## config.mk

```make
export PLATFORM = sky130hd
export DESIGN_NAME = uart_frame_sched
export DESIGN_NICKNAME = d
export VERILOG_FILES = /design/src/rtl/uart_frame_pkg.sv /design/src/rtl/uart_frame_sched_hex_to_ascii.sv /design/src/rtl/uart_frame_sched.sv
export SDC_FILE = /design/constraint.sdc
export NUM_CORES = 1
export LEC_CHECK = 0
export ABC_AREA = 1
export CAP_MARGIN = 10
export CORE_ASPECT_RATIO = 1.25
export CORE_UTILIZATION = 47
export CTS_CLUSTER_SIZE = 20
export DETAILED_ROUTE_END_ITERATION = 12
export GPL_ROUTABILITY_DRIVEN = 0
export PLACE_DENSITY = 0.78
export SLEW_MARGIN = 20
export SYNTH_ARGS = -nofsm -noshare
export SYNTH_HDL_FRONTEND = slang
export SYNTH_SLANG_ARGS = --single-unit
```

## constraint.sdc

```tcl
create_clock -name clk -period 1.7 [get_ports clk]
set_clock_uncertainty 0.2 [all_clocks]
set_input_delay 0.34 -clock clk [delete_from_list [all_inputs] [get_ports clk]]
set_output_delay 0.34 -clock clk [all_outputs]
set_load 0.01 [all_outputs]
```

## src/rtl/uart_frame_pkg.sv

```systemverilog
// Shared types and ASCII constants for the UART frame scheduler.
package uart_frame_pkg;

    typedef enum logic [2:0] {
        IDLE  = 3'd0,
        FETCH = 3'd1,
        LATCH = 3'd2,
        SEND  = 3'd3,
        DONE  = 3'd4
    } state_t;

    localparam logic [7:0]  COLON         = 8'h3A;
    localparam logic [7:0]  CR            = 8'h0D;
    localparam logic [7:0]  LF            = 8'h0A;
    localparam int unsigned BYTES_PER_REC = 7;
    localparam int unsigned BIDX_W        = 3;

endpackage

```

## src/rtl/uart_frame_sched_hex_to_ascii.sv

```systemverilog
// Combinational nibble to uppercase ASCII hex digit.
module hex_to_ascii (
    input  logic [3:0] nib_i,
    output logic [7:0] ascii_o
);

    // 'A' - 10 = 0x37
    assign ascii_o = (nib_i < 4'd10) ? (8'h30 + {4'h0, nib_i})
                                     : (8'h37 + {4'h0, nib_i});

endmodule

```

## src/rtl/uart_frame_sched.sv

```systemverilog
// Frame scheduler: reads NCH 12-bit samples and streams "C:VVV\r\n" records
// into the UART TX FIFO, stalling on tx_full.
module uart_frame_sched
    import uart_frame_pkg::*;
#(
    parameter int unsigned NCH = 13,
    parameter int unsigned AW  = 4
) (
    input  logic          clk,
    input  logic          rst,
    input  logic          start,
    output logic [AW-1:0] ch_addr,
    input  logic [11:0]   ch_data,
    input  logic          tx_full,
    output logic          wr_uart,
    output logic [7:0]    w_data,
    output logic          busy,
    output logic          done
);

    localparam logic [BIDX_W-1:0] LAST_BYTE = BIDX_W'(BYTES_PER_REC - 1);
    localparam logic [AW-1:0]     LAST_CH   = AW'(NCH - 1);

    state_t              state_q, state_d;
    logic [AW-1:0]       ch_idx_q, ch_idx_d;
    logic [BIDX_W-1:0]   byte_idx_q, byte_idx_d;
    logic [11:0]         val_q, val_d;

    logic [3:0]          ch_nib;
    logic [7:0]          asc_ch, asc_v2, asc_v1, asc_v0;
    logic [7:0]          rec_byte;

    assign ch_nib = 4'(ch_idx_q);

    hex_to_ascii u_hex_ch (.nib_i(ch_nib),       .ascii_o(asc_ch));
    hex_to_ascii u_hex_v2 (.nib_i(val_q[11:8]),  .ascii_o(asc_v2));
    hex_to_ascii u_hex_v1 (.nib_i(val_q[7:4]),   .ascii_o(asc_v1));
    hex_to_ascii u_hex_v0 (.nib_i(val_q[3:0]),   .ascii_o(asc_v0));

    always_comb begin
        rec_byte = '0;
        case (byte_idx_q)
            3'd0:    rec_byte = asc_ch;
            3'd1:    rec_byte = COLON;
            3'd2:    rec_byte = asc_v2;
            3'd3:    rec_byte = asc_v1;
            3'd4:    rec_byte = asc_v0;
            3'd5:    rec_byte = CR;
            3'd6:    rec_byte = LF;
            default: rec_byte = '0;
        endcase
    end

    always_ff @(posedge clk or posedge rst) begin
        if (rst) begin
            state_q    <= IDLE;
            ch_idx_q   <= '0;
            byte_idx_q <= '0;
            val_q      <= '0;
        end else begin
            state_q    <= state_d;
            ch_idx_q   <= ch_idx_d;
            byte_idx_q <= byte_idx_d;
            val_q      <= val_d;
        end
    end

    always_comb begin
        state_d    = state_q;
        ch_idx_d   = ch_idx_q;
        byte_idx_d = byte_idx_q;
        val_d      = val_q;
        wr_uart    = 1'b0;
        w_data     = '0;
        case (state_q)
            IDLE: begin
                if (start) begin
                    state_d  = FETCH;
                    ch_idx_d = '0;
                end
            end
            FETCH: state_d = LATCH;
            LATCH: begin
                // Sample store returns data one cycle after the address.
                val_d   = ch_data;
                state_d = SEND;
            end
            SEND: begin
                wr_uart = ~tx_full;
                w_data  = rec_byte;
                if (!tx_full) begin
                    if (byte_idx_q == LAST_BYTE) begin
                        byte_idx_d = '0;
                        if (ch_idx_q == LAST_CH) begin
                            state_d = DONE;
                        end else begin
                            ch_idx_d = ch_idx_q + 1'b1;
                            state_d  = FETCH;
                        end
                    end else begin
                        byte_idx_d = byte_idx_q + 1'b1;
                    end
                end
            end
            DONE:    state_d = IDLE;
            default: state_d = IDLE;
        endcase
    end

    assign ch_addr = ch_idx_q;
    assign busy    = (state_q != IDLE);
    assign done    = (state_q == DONE);

endmodule

```

==> results of run 1 <==
[timing repair]
item,in CTS,in global routing
setup buffers,9,9
pin swaps,25,16
gates cloned,0,0
gates resized for setup,97,39
endpoints found under the setup margin,18,17
[per-layer routing]
layer  vias up  wire [um]  global-route usage (%)
met5         -          0                       0
met4         0        400                    15.4
li1        983          -                       -
met1      1066       2610                    38.8
met3        53        583                    5.41
met2       168       3520                    60.2
[layout make-up]
| cell class | count | share of cell area (%) |
|---|---|---|
| multi-input cells | 182 | 42.2 |
| clock buffers | 3 | 1.44 |
| flip-flops and latches | 22 | 19.3 |
| inverters | 34 | 4.96 |
| clock inverters | 1 | 1.04 |
| well taps | 37 | 1.61 |
| repair buffers | 102 | 29.4 |
[stage by stage]
stage          setup WS (ps)  total power [W]  TNS (ps)
2_1_floorplan          -15.4          0.00267     -32.9
3_3_place_gp            -622          0.00416     -5060
3_5_place_dp            -593          0.00422     -5200
4_1_cts                 -444          0.00517     -3140
5_1_grt                 -623          0.00637     -5280
6_report                -567          0.00608     -4480
[registers in the layout, indices dropped and copies added (netlist names)]
signal      flops
val_q          12
ch_addr         4
byte_idx_q      3
state_q         3
[synth_stat cells, types with 2 or more instances]
master,count
a21oi_1,16
a31oi_1,2
dfrtp_1,22
ha_1,7
inv_1,33
nand2_1,57
nand3_1,35
nor2_1,37
nor2_4,2
o21ai_0,10
[layout by cell type, fill, tap and decap left out, types with 6 or more instances in the layout]
cell type	instances
dfrtp_1	18
inv_2	8
buf_4	61
a21oi_1	14
nand2_2	11
nand3_1	21
clkdlybuf4s50_1	15
buf_6	13
nand2_1	44
nor2_1	25
nor2_2	10
inv_4	6
buf_2	8
inv_1	20
nand3_2	11
[final timing paths]
path | slack [ps] | to
setup / recovery | -570 | w_data[3]
hold / removal | 190 | state_q[0]
setup reg to reg | -180 | ch_addr[3]
hold reg to reg | 410 | ch_addr[0]
max in group asynchronous | 850 | byte_idx_q[1]
min in group clk | 410 | ch_addr[0]
[logic make-up (layout without fill, tap and decap cells)]
group                    Yosys count  count (layout)  share of synthesized area [%]
buffers and inverters             39             140                           9.88
XOR/XNOR                           2               2                           1.08
AO/OA/AOI/OAI                     33              33                           11.1
other                              1               1                          0.231
AND/OR/NAND/NOR                  139             139                           38.3
adder cells (fa/ha/maj)            7               7                           5.40
flip-flops                        22              22                           34.0
[worst max-delay path, cell delays in order, from the launching register on]
cell and delay (ps):
dfrtp_1 470, inv_2 160, ha_4 190, inv_4 60, a21oi_4 180, nand2_2 90
nand3_2 70, nor2_2 50, nor2_2 60, buf_2 120
[power groups by stage]
stage,clock network [W],logic [W],registers (W)
after floorplan,0,0.00170,0.000977
after global placement,0,0.00323,0.000928
after detailed placement,0,0.00328,0.000942
after CTS,0.000507,0.00372,0.000947
after global routing,0.000537,0.00481,0.00102
final,0.000524,0.00455,0.00101
==> qor.txt, run 1 <==
Mean Syn Cell Area: 6.67 um2
Synth top area share: 34.0%
TritonCTS Sinks: 22
vias in the first global route: 1999
CP max FO: 4
register bit total from synthesis: 22
deepest clock path buffer count: 2
antenna viol nets, final: 0
count of final setup violators: 12
PortBufs: 29
Final period util: 133%
worst hold slack: 192 ps
area of the mapped netlist: 1620 um2
Psw: 0.00293 W
area delta synth->final: 77.4%
ratio of cells with drive above 1 in the final layout: 48.0%
Placed Area: 2400 um2
multi-input logic area: 1210 um2
VDD IR max: 0.00172 V
wire per inst: 18.7 um
nature of the critical path endpoint: output port
Slew Viols, Final: 0
Pwr per Cell Area: 2110 nW/um2
drc violations: 0
Min-Delay Path Class: in -> async
filler instances: 155
GRT Total Usage: 34.0%
top_reg_cell synth: dfrtp_1
Distinct cells, synth: 32
TritonRoute pass-1 iters: 7
first-pass GRT wire length: 8820 um
sw frac: 48.2%
I/O pins: 31
Worst Reg-to-Reg Cells: 11
cts bufs inserted: 3
root buf cell: clkbuf_8
syn nets: 266
Final WS setup: -567 ps
hpwl dp: 3420 um
status: finished, violations left
Die Span Y: 67.7 um
CP startpoint kind: flop
LEAKAGE: 1.46 nW
Core ar.: 3250 um2
RSZ-0062 raised after global routing: yes
Int Pwr: 0.00315 W
Final nets: 368
sequential power share: 16.6%
Worst Path Arrival: 1730 ps
sequential area share after synthesis: 34.0%
FMAX: 441 MHz
Seq. cell area: 556 um2
worst setup path start: byte_idx_q[2]
Clk pwr share: 8.6%
CP required: 1160 ps
Worst-Skew Late Latency: 280 ps
DR vias: 2270
worst r2r src: state_q[0]
post-layout util: 88.5%
Async SR Flop Fraction: 100%
placed insts: 360
final wirelength: 7110 um
Post-CTS Hold Buffers: 0
top post-synthesis cells by area: dfrtp_1 34%, nand2_1 13%, nand3_1 11%
Final Hold Fails: 0
synth warn: 0
Gate Count Post-Synth: 243
CTS tree: yes
number of flops mapped to enable cells by yosys: 0
Layout Cells excl Fill: 381
Tmin final: 2270 ps
maxcap violations: 0
DRT iter0 DRCs: 188
failing checks: negative setup slack
die width: 54.5 um
largest net degree at the start of global routing: 25
Die Area: 3690 um2
Synth area leader: dfrtp_1
initial antenna violation count: 0
GR Overflow Total: 0
row count: 23
Reg clk slew, reported paths: 100 ps
drt via density: 5.96
initial core utilization: 49.9%
WS Path Type: reg -> out
H-tree depth: 1
Antenna diodes: 0
Comb power frac: 74.8%
post-route cell area: 2880 um2
No activity file was read; power rests on OpenSTA's default activity.
==> run 2: changes to the inputs <==
--- a/config.mk
+++ b/config.mk
@@ -8,12 +8,13 @@
 export ABC_AREA = 1
 export CAP_MARGIN = 10
 export CORE_ASPECT_RATIO = 1.25
-export CORE_UTILIZATION = 47
+export CORE_UTILIZATION = 52
 export CTS_CLUSTER_SIZE = 20
 export DETAILED_ROUTE_END_ITERATION = 12
 export GPL_ROUTABILITY_DRIVEN = 0
-export PLACE_DENSITY = 0.78
-export SLEW_MARGIN = 20
+export PLACE_DENSITY = 0.82
+export SETUP_SLACK_MARGIN = 0.15
+export SLEW_MARGIN = 30
 export SYNTH_ARGS = -nofsm -noshare
 export SYNTH_HDL_FRONTEND = slang
 export SYNTH_SLANG_ARGS = --single-unit
==> constraint.sdc (replaced) <==
create_clock -name clk -period 2.5 [get_ports clk]
set_clock_uncertainty 0.2 [all_clocks]
set_input_delay 0.5 -clock clk [delete_from_list [all_inputs] [get_ports clk]]
set_output_delay 0.5 -clock clk [all_outputs]
set_load 0.01 [all_outputs]
==> qor.txt, run 2 (synthesized netlist as in run 1, its figures left out) <==
status: finished, final reports clean (was finished, violations left)
Reg clk slew, reported paths: 130 ps (was 100 ps)
worst setup path start: val_q[9] (was byte_idx_q[2])
GRT Total Usage: 26.4% (was 34.0%)
post-layout util: 78.7% (was 88.5%)
ratio of cells with drive above 1 in the final layout: 28.9% (was 48.0%)
GR Overflow Total: 0 (unchanged)
root buf cell: clkbuf_4 (was clkbuf_8)
initial antenna violation count: 0 (unchanged)
drc violations: 0 (unchanged)
Worst Reg-to-Reg Cells: 4 (was 11)
FMAX: 413 MHz
first-pass GRT wire length: 6730 um (was 8820 um)
max FFs per register: 12 (unchanged)
r2r setup slk: 790 ps (was -180 ps)
Die Area: 3350 um2 (was 3690 um2)
Final Hold Fails: 0 (unchanged)
TritonCTS Sinks: 22 (unchanged)
Crit Reg-Reg Endpoint: val_q[1] (was ch_addr[3])
drt via density: 5.35 (was 5.96)
Tmin final: 2420 ps
CTS tree: yes (unchanged)
Slew HR: 52.6%
initial core utilization: 55.1% (was 49.9%)
Slew Viols, Final: 0 (unchanged)
Seq. cell area: 554 um2 (was 556 um2)
pre-CTS setup slack: 31.4 ps (was -593 ps)
wire per inst: 12.9 um (was 18.7 um)
Final nets: 329 (was 368)
Worst Path Arrival: 1720 ps (was 1730 ps)
Placed Area: 2080 um2 (was 2400 um2)
Most flops, register: val_q (unchanged)
LEAKAGE: 1.18 nW (was 1.46 nW)
multi-input logic area: 1030 um2 (was 1210 um2)
Final period util: 96.8%
hpwl dp: 2950 um (was 3420 um)
final setup TNS: 0 ps (was -4480 ps)
I/O pins: 31 (unchanged)
TritonRoute pass-1 iters: 4 (was 7)
Min-Delay Path Class: in -> async (unchanged)
deepest clock path buffer count: 2 (unchanged)
post-route cell area: 2320 um2 (was 2880 um2)
area delta synth->final: 43.0% (was 77.4%)
WS Path Type: reg -> out (unchanged)
count of final setup violators: 0 (was 12)
CP startpoint kind: flop (unchanged)
VDD IR max: 0.000839 V (was 0.00172 V)
die width: 51.9 um (was 54.5 um)
Least-Margin Pin Slew: 710 ps
Die Span Y: 64.4 um (was 67.7 um)
Post-CTS Hold Buffers: 0 (unchanged)
DR vias: 1818 (was 2270)
RSZ-0062 raised after global routing: yes (unchanged)
maxcap violations: 0 (unchanged)
H-tree depth: 1 (unchanged)
cts bufs inserted: 3 (unchanged)
Pwr per Cell Area: 1280 nW/um2 (was 2110 nW/um2)
CP max FO: 2 (was 4)
commonest non-fill, non-tap cell in the layout: nand2_1 (was buf_4)
nature of the critical path endpoint: output port (unchanged)
Final WS setup: 79.1 ps (was -567 ps)
Antenna diodes: 0 (unchanged)
worst r2r src: state_q[2] (was state_q[0])
Core ar.: 2950 um2 (was 3250 um2)
DRT iter0 DRCs: 88 (was 188)
filler instances: 202 (was 155)
vias in the first global route: 1676 (was 1999)
final wirelength: 4370 um (was 7110 um)
largest net degree at the start of global routing: 25 (unchanged)
CP required: 1800 ps (was 1160 ps)
antenna viol nets, final: 0 (unchanged)
row count: 22 (was 23)
PortBufs: 29 (unchanged)
Worst-Skew Late Latency: 300 ps (was 280 ps)
commonest cells after routing, fill and taps aside: 54 x nand2_1, 33 x nor2_1, 31 x nand3_1, 29 x buf_4 (was 61 x buf_4, 44 x nand2_1, 25 x nor2_1, 21 x nand3_1, 20 x inv_1)
-- run 2: worst max-delay path by stage --
stage / endpoint / slack, ps
floorplan: w_data[6] / 480
global placement: w_data[6] / 30
detailed placement: w_data[2] / 30
CTS: w_data[3] / 40
global route: w_data[2] / -20
finish: w_data[2] / 80
-- run 2: metrics by stage --
step / hold WS (ps) / total power, W / std cells
after global routing: 332 / 0.00322 / 340
final: 319 / 0.00297 / 340
after detailed placement: 374 / 0.00243 / 322
after global placement: 347 / 0.00239 / 322
after CTS: 331 / 0.00264 / 331
after floorplan: 289 / 0.00174 / 243
-- run 2: metal layers --
layer | part of all wire, % | global-route usage, % | wire length [um]
met5 | 0 | 0 | 0
met4 | 1.4 | 8.45 | 59
met3 | 4.0 | 3.52 | 174
met2 | 52 | 45.0 | 2270
met1 | 43 | 33.5 | 1860
-- run 2: report_power, final --
part           internal, W  switching, W
Clock            0.0000563      0.000110
Sequential        0.000514      0.000158
Combinational     0.000955       0.00118
Total              0.00153       0.00144
-- run 2: cell type report --
class	instances	share of cell area [%]
Multi-Input combinational cell	182	44.4
Sequential cell	22	23.9
Timing Repair Buffer	63	23.3
Inverter	34	5.50
Tap cell	36	1.94
Clock buffer	3	0.971
-- run 2: worst max-delay path, stage by stage, from the launching register on --
cell     delay [ps]
dfrtp_1         410
inv_2            60
ha_4            150
or2_2           280
nand3_1         110
nand2_1          70
nand2_1          80
nor2_1           50
nor2_1           80
buf_2           130
-- run 2: repair_timing --
item | CTS | global route
cloned | 0 | 0
setup endpoints to repair | 8 | 9
setup buffers | 6 | 9
pin swaps | 4 | 19
resized for setup | 39 | 38
==> run 3: changes to the inputs <==
--- a/config.mk
+++ b/config.mk
@@ -6,13 +6,14 @@
 export NUM_CORES = 1
 export LEC_CHECK = 0
 export ABC_AREA = 1
-export CAP_MARGIN = 10
+export CAP_MARGIN = 0
 export CORE_ASPECT_RATIO = 1.25
 export CORE_UTILIZATION = 52
 export CTS_CLUSTER_SIZE = 20
 export DETAILED_ROUTE_END_ITERATION = 12
 export GPL_ROUTABILITY_DRIVEN = 0
 export PLACE_DENSITY = 0.82
+export REMOVE_ABC_BUFFERS = 1
 export SETUP_SLACK_MARGIN = 0.15
 export SLEW_MARGIN = 30
 export SYNTH_ARGS = -nofsm -noshare
==> qor.txt, run 3 (synthesized netlist as in run 1, its figures left out) <==
nature of the critical path endpoint: output port (unchanged)
CP max FO: 7 (was 2)
Final nets: 329 (unchanged)
DRT iter0 DRCs: 47 (was 88)
initial antenna violation count: 0 (unchanged)
Reg clk slew, reported paths: 120 ps (was 130 ps)
Tmin final: 2410 ps (was 2420 ps)
Layout Cells excl Fill: 340 (unchanged)
Final period util: 96.4% (was 96.8%)
CP startpoint kind: flop (unchanged)
VDD IR max: 0.00101 V (was 0.000839 V)
CP peak stage delay: 450 ps (was 410 ps)
vias in the first global route: 1695 (was 1676)
root buf cell: clkbuf_4 (unchanged)
hpwl dp: 3050 um (was 2950 um)
Slew HR: 53.1% (was 52.6%)
ratio of cells with drive above 1 in the final layout: 27.3% (was 28.9%)
CTS tree: yes (unchanged)
Post-CTS Hold Buffers: 0 (unchanged)
Worst-Skew Late Latency: 300 ps (about the same)
Antenna diodes: 0 (unchanged)
CP required: 1800 ps (about the same)
max FFs per register: 12 (unchanged)
Most flops, register: val_q (unchanged)
Int Pwr: 0.00151 W (was 0.00153 W)
Pwr per Cell Area: 1280 nW/um2 (about the same)
Core ar.: 2950 um2 (unchanged)
LEAKAGE: 1.19 nW (was 1.18 nW)
CP Cell Sequence: buf_6 -> nor3_4 -> buf_6 -> buf_6 -> o211ai_1 -> nand3_1 -> nor2_1 -> nor2_1 -> buf_2 (was inv_2 -> ha_4 -> or2_2 -> nand3_1 -> nand2_1 -> nand2_1 -> nor2_1 -> nor2_1 -> buf_2)
placed insts: 326 (was 322)
sequential power share: 21.6% (was 22.6%)
Min-Delay Path Class: in -> async (unchanged)
Comb power frac: 72.9% (was 71.8%)
Final Hold Fails: 0 (unchanged)
RSZ-0062 raised after global routing: yes (unchanged)
row count: 22 (unchanged)
Worst Path Arrival: 1710 ps (was 1720 ps)
commonest non-fill, non-tap cell in the layout: nand2_1 (unchanged)
H-tree depth: 1 (unchanged)
deepest clock path buffer count: 2 (unchanged)
Crit path max-delay family: buffers and inverters (was simple AND/OR/NAND/NOR gates)
TritonRoute pass-1 iters: 4 (unchanged)
initial core utilization: 55.1% (unchanged)
final wirelength: 4440 um (was 4370 um)
Least-Margin Pin Slew: 702 ps (was 710 ps)
sw frac: 48.6% (about the same)
PortBufs: 29 (unchanged)
filler instances: 217 (was 202)
I/O pins: 31 (unchanged)
largest net degree at the start of global routing: 25 (unchanged)
antenna viol nets, final: 0 (unchanged)
CP max stage cell: dfrtp_2 (was dfrtp_1)
count of final setup violators: 0 (unchanged)
drt via density: 5.26 (was 5.35)
Buf/Inv on CP: 4 (was 2)
Die Area: 3350 um2 (unchanged)
DR vias: 1789 (was 1818)
Die Span Y: 64.4 um (unchanged)
Slew Viols, Final: 0 (unchanged)
wire per inst: 13.0 um (was 12.9 um)
GRT Total Usage: 27.6% (was 26.4%)
TritonCTS Sinks: 22 (unchanged)
area delta synth->final: 42.3% (was 43.0%)
commonest cells after routing, fill and taps aside: 54 x nand2_1, 34 x nor2_1, 29 x buf_4, 28 x nand3_1, 24 x inv_1 (was 54 x nand2_1, 33 x nor2_1, 31 x nand3_1, 29 x buf_4)
status: finished, final reports clean (unchanged)
Psw: 0.00143 W (was 0.00144 W)
drc violations: 0 (unchanged)
first-pass GRT wire length: 7000 um (was 6730 um)
GR Overflow Total: 0 (unchanged)
Critical Path Most Common Cell: buf_6
maxcap violations: 0 (unchanged)
FMAX: 415 MHz (was 413 MHz)
cts bufs inserted: 3 (unchanged)
Final Power: 0.00294 W (was 0.00297 W)
Clk pwr share: 5.5% (was 5.6%)
die width: 51.9 um (unchanged)
WS Path Type: reg -> out (unchanged)
run 3: layout make-up:
class	instances	area (um2)	share of cell area (%)
sequential	22	552	23.9
inverter	34	131	5.69
tap	36	45.0	1.95
multi-input combinational	182	1030	44.5
timing repair buffer	63	531	23.0
clock buffer	3	22.5	0.976
run 3: tightest hold or removal path, stage by stage:
cell and delay, ps:
clkdlybuf4s50_1 400, inv_1 50, buf_4 280
run 3: repair_timing:
item / CTS / global route
endpoints found under the setup margin: 8 / 9
resized for setup: 51 / 23
pin swaps: 13 / 10
setup buffers: 9 / 2
run 3: through the flow:
stage / cell area (um2) / util (%) / setup WS [ps] / TNS, ps / hold slack [ps]
after floorplan: 1590 / - / 480 / 0 / 289
after global placement: 2100 / 71.2 / -10.2 / -10.2 / 344
after detailed placement: 2100 / 71.2 / -61.4 / -74.8 / 359
after CTS: 2240 / 75.9 / 38.3 / 0 / 322
after global routing: 2310 / 78.3 / 14.2 / 0 / 369
final: 2310 / 78.3 / 89.2 / 0 / 316
run 3: metal layers:
layer	up-vias	GRT usage, %	share of wire [%]
met5	-	0	0
met3	10	2.35	3.4
met1	824	33.8	43
met4	0	7.77	1.9
li1	906	-	-
met2	49	50.0	52
run 3: worst paths after layout:
kind	from	end	slack, ps	cells past startpoint
hold / removal	rst	val_q[7]	320	3
min in group clk	val_q[7]	val_q[7]	370	2
setup / recovery	byte_idx_q[1]	w_data[1]	90	9
hold reg to reg	val_q[7]	val_q[7]	370	2
setup reg to reg	state_q[0]	ch_addr[1]	670	10
max in group asynchronous	rst	byte_idx_q[1]	1540	3
run 3: power groups by stage:
stage	Combinational, W	Clock (W)	Sequential (W)
final	0.00215	0.000162	0.000636
after global routing	0.00237	0.000180	0.000653
after CTS	0.00198	0.000165	0.000627
after floorplan	0.00105	0	0.000655
after global placement	0.00179	0	0.000637
after detailed placement	0.00182	0	0.000647
